`src/rtl/duty_ramp_pkg.sv`:
```
// Shared types and defaults for the duty-cycle slew limiter.
package duty_ramp_pkg;

   localparam int DUTY_W_DEF = 8;
   localparam int DIV_W_DEF  = 8;

   typedef enum logic [1:0] {
      IDLE = 2'b00,
      UP   = 2'b01,
      DOWN = 2'b10
   } state_t;

   // A zero step would stall the ramp forever, so it is promoted to one.
   function automatic logic [3:0] eff_step(input logic [3:0] s);
      return (s == 4'd0) ? 4'd1 : s;
   endfunction

endpackage

```
`src/rtl/duty_ramp_if.sv`:
```
// Register-bank side and PWM side signals of duty_ramp.
// busy/done exist only when DUTY_RAMP_STATUS_EN is defined.
interface duty_ramp_if #(
   parameter int DUTY_W = duty_ramp_pkg::DUTY_W_DEF,
   parameter int DIV_W  = duty_ramp_pkg::DIV_W_DEF
) ();

   logic [DUTY_W-1:0] target_duty;
   logic [3:0]        step;
   logic [DIV_W-1:0]  rate_div;
   logic              ramp_en;
   logic [DUTY_W-1:0] duty_out;
`ifdef DUTY_RAMP_STATUS_EN
   logic              busy;
   logic              done;

   modport master (output target_duty, step, rate_div, ramp_en,
                   input  duty_out, busy, done);
   modport slave  (input  target_duty, step, rate_div, ramp_en,
                   output duty_out, busy, done);
`else
   modport master (output target_duty, step, rate_div, ramp_en,
                   input  duty_out);
   modport slave  (input  target_duty, step, rate_div, ramp_en,
                   output duty_out);
`endif

endinterface

```
`src/rtl/duty_ramp_tick.sv`:
```
// Ramp tick divider: tick fires when cnt has reached rate_div, giving one tick
// every rate_div+1 cycles; compared live so a lowered divider acts at once.
module ramp_tick #(
   parameter int DIV_W = duty_ramp_pkg::DIV_W_DEF
) (
   input  logic             clk,
   input  logic             rst_n,
   input  logic             clear,
   input  logic [DIV_W-1:0] rate_div,
   output logic             tick
);

   logic [DIV_W-1:0] cnt;
   logic             wrap;

   assign wrap = (cnt >= rate_div);
   assign tick = !clear && wrap;

   always_ff @(posedge clk or negedge rst_n) begin
      if (!rst_n) begin
         cnt <= '0;
      end else if (clear || wrap) begin
         cnt <= '0;
      end else begin
         cnt <= cnt + 1'b1;
      end
   end

endmodule

```
`src/rtl/duty_ramp.sv`:
```
// Slews the PWM duty toward the programmed target in bounded steps.
// Optional busy/done status ports are built when DUTY_RAMP_STATUS_EN is defined.
module duty_ramp
   import duty_ramp_pkg::*;
#(
   parameter int DUTY_W = DUTY_W_DEF,
   parameter int DIV_W  = DIV_W_DEF
) (
   input  logic      clk,
   input  logic      rst_n,
   duty_ramp_if.slave bus
);

   state_t            state, state_nxt;
   logic [DUTY_W-1:0] duty_q, duty_nxt;
   logic              tick, tick_clr;

   logic [DUTY_W:0]   tgt_x, duty_x, stp_x, gap, delta, sum;
   logic              going_up;

   assign tgt_x    = {1'b0, bus.target_duty};
   assign duty_x   = {1'b0, duty_q};
   assign stp_x    = {{(DUTY_W-3){1'b0}}, eff_step(bus.step)};
   assign going_up = (state == UP);

   // The divider runs only while ramping; IDLE keeps it at zero so every
   // fresh ramp starts its first tick period from scratch.
   assign tick_clr = !bus.ramp_en || (state == IDLE);

   ramp_tick #(.DIV_W(DIV_W)) u_tick (
      .clk      (clk),
      .rst_n    (rst_n),
      .clear    (tick_clr),
      .rate_div (bus.rate_div),
      .tick     (tick)
   );

   always_comb begin
      state_nxt = state;
      duty_nxt  = duty_q;
      gap       = '0;
      delta     = '0;
      sum       = duty_x;
      if (!bus.ramp_en) begin
         state_nxt = IDLE;
         duty_nxt  = bus.target_duty;
      end else begin
         case (state)
            IDLE: begin
               if (tgt_x > duty_x) begin
                  state_nxt = UP;
               end else if (tgt_x < duty_x) begin
                  state_nxt = DOWN;
               end
            end
            UP, DOWN: begin
               if (tgt_x == duty_x) begin
                  state_nxt = IDLE;
               end else if (going_up != (tgt_x > duty_x)) begin
                  // Target crossed behind us: turn around, step on a later tick.
                  state_nxt = going_up ? DOWN : UP;
               end else if (tick) begin
                  gap   = going_up ? (tgt_x - duty_x) : (duty_x - tgt_x);
                  delta = (stp_x < gap) ? stp_x : gap;
                  sum   = going_up ? (duty_x + delta) : (duty_x - delta);
                  if (sum[DUTY_W]) begin
                     duty_nxt = going_up ? '1 : '0;
                  end else begin
                     duty_nxt = sum[DUTY_W-1:0];
                  end
                  if (delta == gap) begin
                     state_nxt = IDLE;
                  end
               end
            end
            default: state_nxt = IDLE;
         endcase
      end
   end

   always_ff @(posedge clk or negedge rst_n) begin
      if (!rst_n) begin
         state  <= IDLE;
         duty_q <= '0;
      end else begin
         state  <= state_nxt;
         duty_q <= duty_nxt;
      end
   end

   assign bus.duty_out = duty_q;

`ifdef DUTY_RAMP_STATUS_EN
   logic done_q;
   logic reached;

   // Leaving a ramp state with the enable high only happens on arrival.
   assign reached = (state != IDLE) && bus.ramp_en && (state_nxt == IDLE);

   always_ff @(posedge clk or negedge rst_n) begin
      if (!rst_n) begin
         done_q <= 1'b0;
      end else begin
         done_q <= reached;
      end
   end

   assign bus.busy = (state != IDLE);
   assign bus.done = done_q;
`endif

endmodule
```
`src/flat_wrapper.sv`:
```
// flat-port wrapper written by rule: the top's interface ports become plain ports
module duty_ramp_flat import duty_ramp_pkg::*;
#(
   parameter int DUTY_W = DUTY_W_DEF,
   parameter int DIV_W  = DIV_W_DEF
)
  (clk, rst_n, bus_target_duty, bus_step, bus_rate_div, bus_ramp_en, bus_duty_out);
  duty_ramp_if #(.DUTY_W(DUTY_W), .DIV_W(DIV_W)) bus_i ();
  input  logic clk;
  input  logic rst_n;
  input wire logic [$bits(bus_i.target_duty)-1:0] bus_target_duty;
  input wire logic [$bits(bus_i.step)-1:0] bus_step;
  input wire logic [$bits(bus_i.rate_div)-1:0] bus_rate_div;
  input wire logic [$bits(bus_i.ramp_en)-1:0] bus_ramp_en;
  output wire logic [$bits(bus_i.duty_out)-1:0] bus_duty_out;
  assign bus_i.target_duty = bus_target_duty;
  assign bus_i.step = bus_step;
  assign bus_i.rate_div = bus_rate_div;
  assign bus_i.ramp_en = bus_ramp_en;
  assign bus_duty_out = bus_i.duty_out;
  duty_ramp #(.DUTY_W(DUTY_W), .DIV_W(DIV_W)) u_core (.clk(clk), .rst_n(rst_n), .bus(bus_i));
endmodule
```
`config.mk`:
```
export PLATFORM = sky130hd
export DESIGN_NAME = duty_ramp_flat
export DESIGN_NICKNAME = d
export VERILOG_FILES = /design/src/rtl/duty_ramp_pkg.sv /design/src/rtl/duty_ramp_if.sv /design/src/rtl/duty_ramp_tick.sv /design/src/rtl/duty_ramp.sv /design/src/flat_wrapper.sv
export SDC_FILE = /design/constraint.sdc
export NUM_CORES = 1
export LEC_CHECK = 0
export ABC_CLOCK_PERIOD_IN_PS = 5000
export CAP_MARGIN = 20
export CORE_MARGIN = 1.5
export CORE_UTILIZATION = 50
export CTS_BUF_LIST = sky130_fd_sc_hd__clkbuf_8
export DETAILED_ROUTE_END_ITERATION = 16
export PLACE_DENSITY = 0.75
export SLEW_MARGIN = 20
export SYNTH_ARGS = -nofsm -noshare
export SYNTH_HDL_FRONTEND = slang
export SYNTH_SLANG_ARGS = --single-unit
```
`constraint.sdc`:
```
create_clock -name clk -period 5 [get_ports clk]
set_input_delay 0.75 -clock clk [delete_from_list [all_inputs] [get_ports clk]]
set_output_delay 0.75 -clock clk [all_outputs]
set_load 0.01 [all_outputs]
```
==> flow_summary.toml <==
[placed_design]
dp_cells = 489
portBuffers = 30
gp_congestion = 0.921
placed_area_um2 = 3670
dp_hpwl_um = 6300
pre_cts_ws_ps = -810

[global_routing]
grt_pass1_vias = 2968
overflow = 0
grt_use_total = 0.295
grt_max_degree = 19
grt_antenna_before_repair = 0
grt_first_pass_wirelength_um = 13900

[outcome]
status = "complete, but fails checks"
violations = "setup timing"

[synthesis]
ys_ff_latch = 18
syn_nets = 398
async_reset_ff_frac = 1.00
synth_flop_cell = "dfrtp_1"
ys_seq_area_frac = 0.165
syn_area_um2 = 2730
yosys-top-cells-area = "ha_1 (20%), dfrtp_1 (17%), a21oi_1 (5.0%)"
synth_cell_type_count = 59
synth_edf_count = 0
synth_common_cells = "ha_1 (43), inv_1 (32), a21oi_1 (27), nor2_1 (21), dfrtp_1 (18)"
synth_most_common_cell = "ha_1"
synth_top_area_frac = 0.197
synth_area_per_cell_um2 = 8.29
synth_largest_area_cell = "ha_1"
netlist_instances = 329
yosysWarningCount = 0

[clocking]
cts_num_sinks = 18
numCtsBuffers = 3
cts.clk_slew.worst_paths_ps = 70
cts_buffer_depth = 2
insertion_delay_ps = 250
htreeDepth = 1
cts-root-buf = "clkbuf_8"
ctsHoldBuffers = 0
cts_tree = "built"

[floorplanning]
die_area_um2 = 5900
start_util = 0.527
core_area_um2 = 5170
io_pins = 31
dieWidth_um = 76.8
die_h_um = 76.8
num_rows = 26

[job]
maxCapViolations = 0

[cells_and_area]
diodes = 0
fill_cells = 345
final_cells = 508
utilization = 0.778
final_nets = 508
design_area_um2 = 4020
syn_to_final_growth_pct = 47.6
drive_gt1_frac = 0.361

[timing]
slew_violations = 0
hold_violations = 0
grt_setup_unrepaired = "yes"
tightestPinTransition_ps = 834
fin_crit_ps = 5110
slew_headroom = 0.442
fin_ws_ps = -114
finalCritPeriodShare = 1.02
skew_ps = 1.92
fmax_mhz = 196
setup_viol = 8

[setup_path]
required_ps = 5140
path_max_fanout = 8
end_kind = "flop"
startpoint_type = "input pin"
crit_arrival_ps = 5260
crit_type = "input pin to flop"

[pwr]
fin_total_pwr_mw = 2.55
p_leak_nw = 1.87
powerDensity_nw_per_um2 = 635
ir_worst_vdd_uv = 490

[routing]
drtAntennaViolNets = 0
routedWlPerCell_um = 18.6
drt_iter0_drc = 143
drt-total-wl_um = 9470
num_vias = 3070
drc = 0
first_pass_iters = 5
routed_via_density = 6.04

[hold_path]
hold_path.class = "flop to flop"
logic make-up after synthesis:
logic type               Yosys count  share of synthesized area
AO/OA/AOI/OAI                     95                      0.257
XOR/XNOR                          22                     0.0789
adder cells (fa/ha/maj)           46                      0.219
buffers and inverters             47                     0.0675
flip-flops                        18                      0.165
multiplexers                      12                     0.0473
AND/OR/NAND/NOR                   89                      0.164
final cells by class:
type | count | area, um^2 | share of cell area
inverter | 33 | 129 | 0.0320
multi-input combinational | 264 | 2320 | 0.576
clock buffer | 4 | 55.1 | 0.0137
sequential | 18 | 453 | 0.113
timing repair buffer | 119 | 981 | 0.244
tap | 70 | 87.6 | 0.0218
path summary, 6_finish.rpt:
check / from / endpoint / slack, ps / depth (start not counted)
worst max-delay path: bus_target_duty[0] / u_core.bus.duty_out[3]$_DFFE_PN0P_ / -110 / 25
worst min-delay path: u_core.state[1]$_DFFE_PN0P_ / u_core.state[1]$_DFFE_PN0P_ / 550 / 1
worst max register to register: u_core.bus.duty_out[0]$_DFFE_PN0P_ / u_core.bus.duty_out[3]$_DFFE_PN0P_ / -70 / 24
worst min register to register: u_core.state[1]$_DFFE_PN0P_ / u_core.state[1]$_DFFE_PN0P_ / 550 / 1
max in group asynchronous: rst_n / u_core.bus.duty_out[0]$_DFFE_PN0P_ / 3460 / 1
min in group asynchronous: rst_n / u_core.u_tick.cnt[4]$_DFF_PN0_ / 970 / 1
placed cells by master (no fill, tap or decap), types with 13 or more instances in the layout:
cell type / Yosys / layout
buf_4: 1 / 86
ha_1: 43 / 36
inv_1: 32 / 27
clkdlybuf4s50_1: 0 / 25
a21oi_1: 27 / 18
nor2_1: 21 / 17
nand2_1: 16 / 16
dfrtp_1: 18 / 16
xor2_1: 14 / 14
nand3_1: 13 / 13
stage by stage:
stage | hold slack (ps) | TNS (ps)
detailed placement | 533 | -6230
global placement | 527 | -5170
floorplan | 454 | 0
global route | 572 | -2390
CTS | 549 | 0
finish | 549 | -642
critical path: stages:
cell	delay, ps
buf_8	110
clkinv_4	50
ha_4	120
inv_2	40
fa_1	500
mux2i_2	90
ha_1	330
nor4b_4	220
nor4_2	70
o21bai_1	170
and4_4	280
o2111ai_4	140
nor2_2	150
a21oi_2	50
ha_2	220
and4_4	170
buf_6	120
a221oi_4	310
ha_4	270
a41o_1	220
a21oi_2	140
a21oi_2	90
buf_4	160
xor2_4	180
o31ai_1	320
per-layer routing:
layer,part of all wire,up-vias,global-route usage
met4,0.043,0,0.107
li1,-,1412,-
met1,0.38,1457,0.340
met2,0.50,162,0.551
met5,0,-,0
met3,0.071,39,0.0345
timing repair:
action | 4_1_cts | 5_1_grt
setup buffers | 10 | 6
pin swaps | 21 | 24
gates resized for setup | 26 | 37
setup endpoints to repair | 8 | 8
registers in the layout, summed over array words and instances (netlist names):
signal / flops
u_core.state: 2
u_core.u_tick.cnt: 8
u_core.bus.duty_out: 8
power breakdown:
part | leakage [nW] | internal [mW] | switching [mW]
clock network | 0.0288 | 0.0700 | 0.0514
logic | 1.60 | 1.09 | 1.09
registers | 0.234 | 0.187 | 0.0701
total | 1.87 | 1.35 | 1.21
Note: power is estimated with default switching activity, not from simulation.
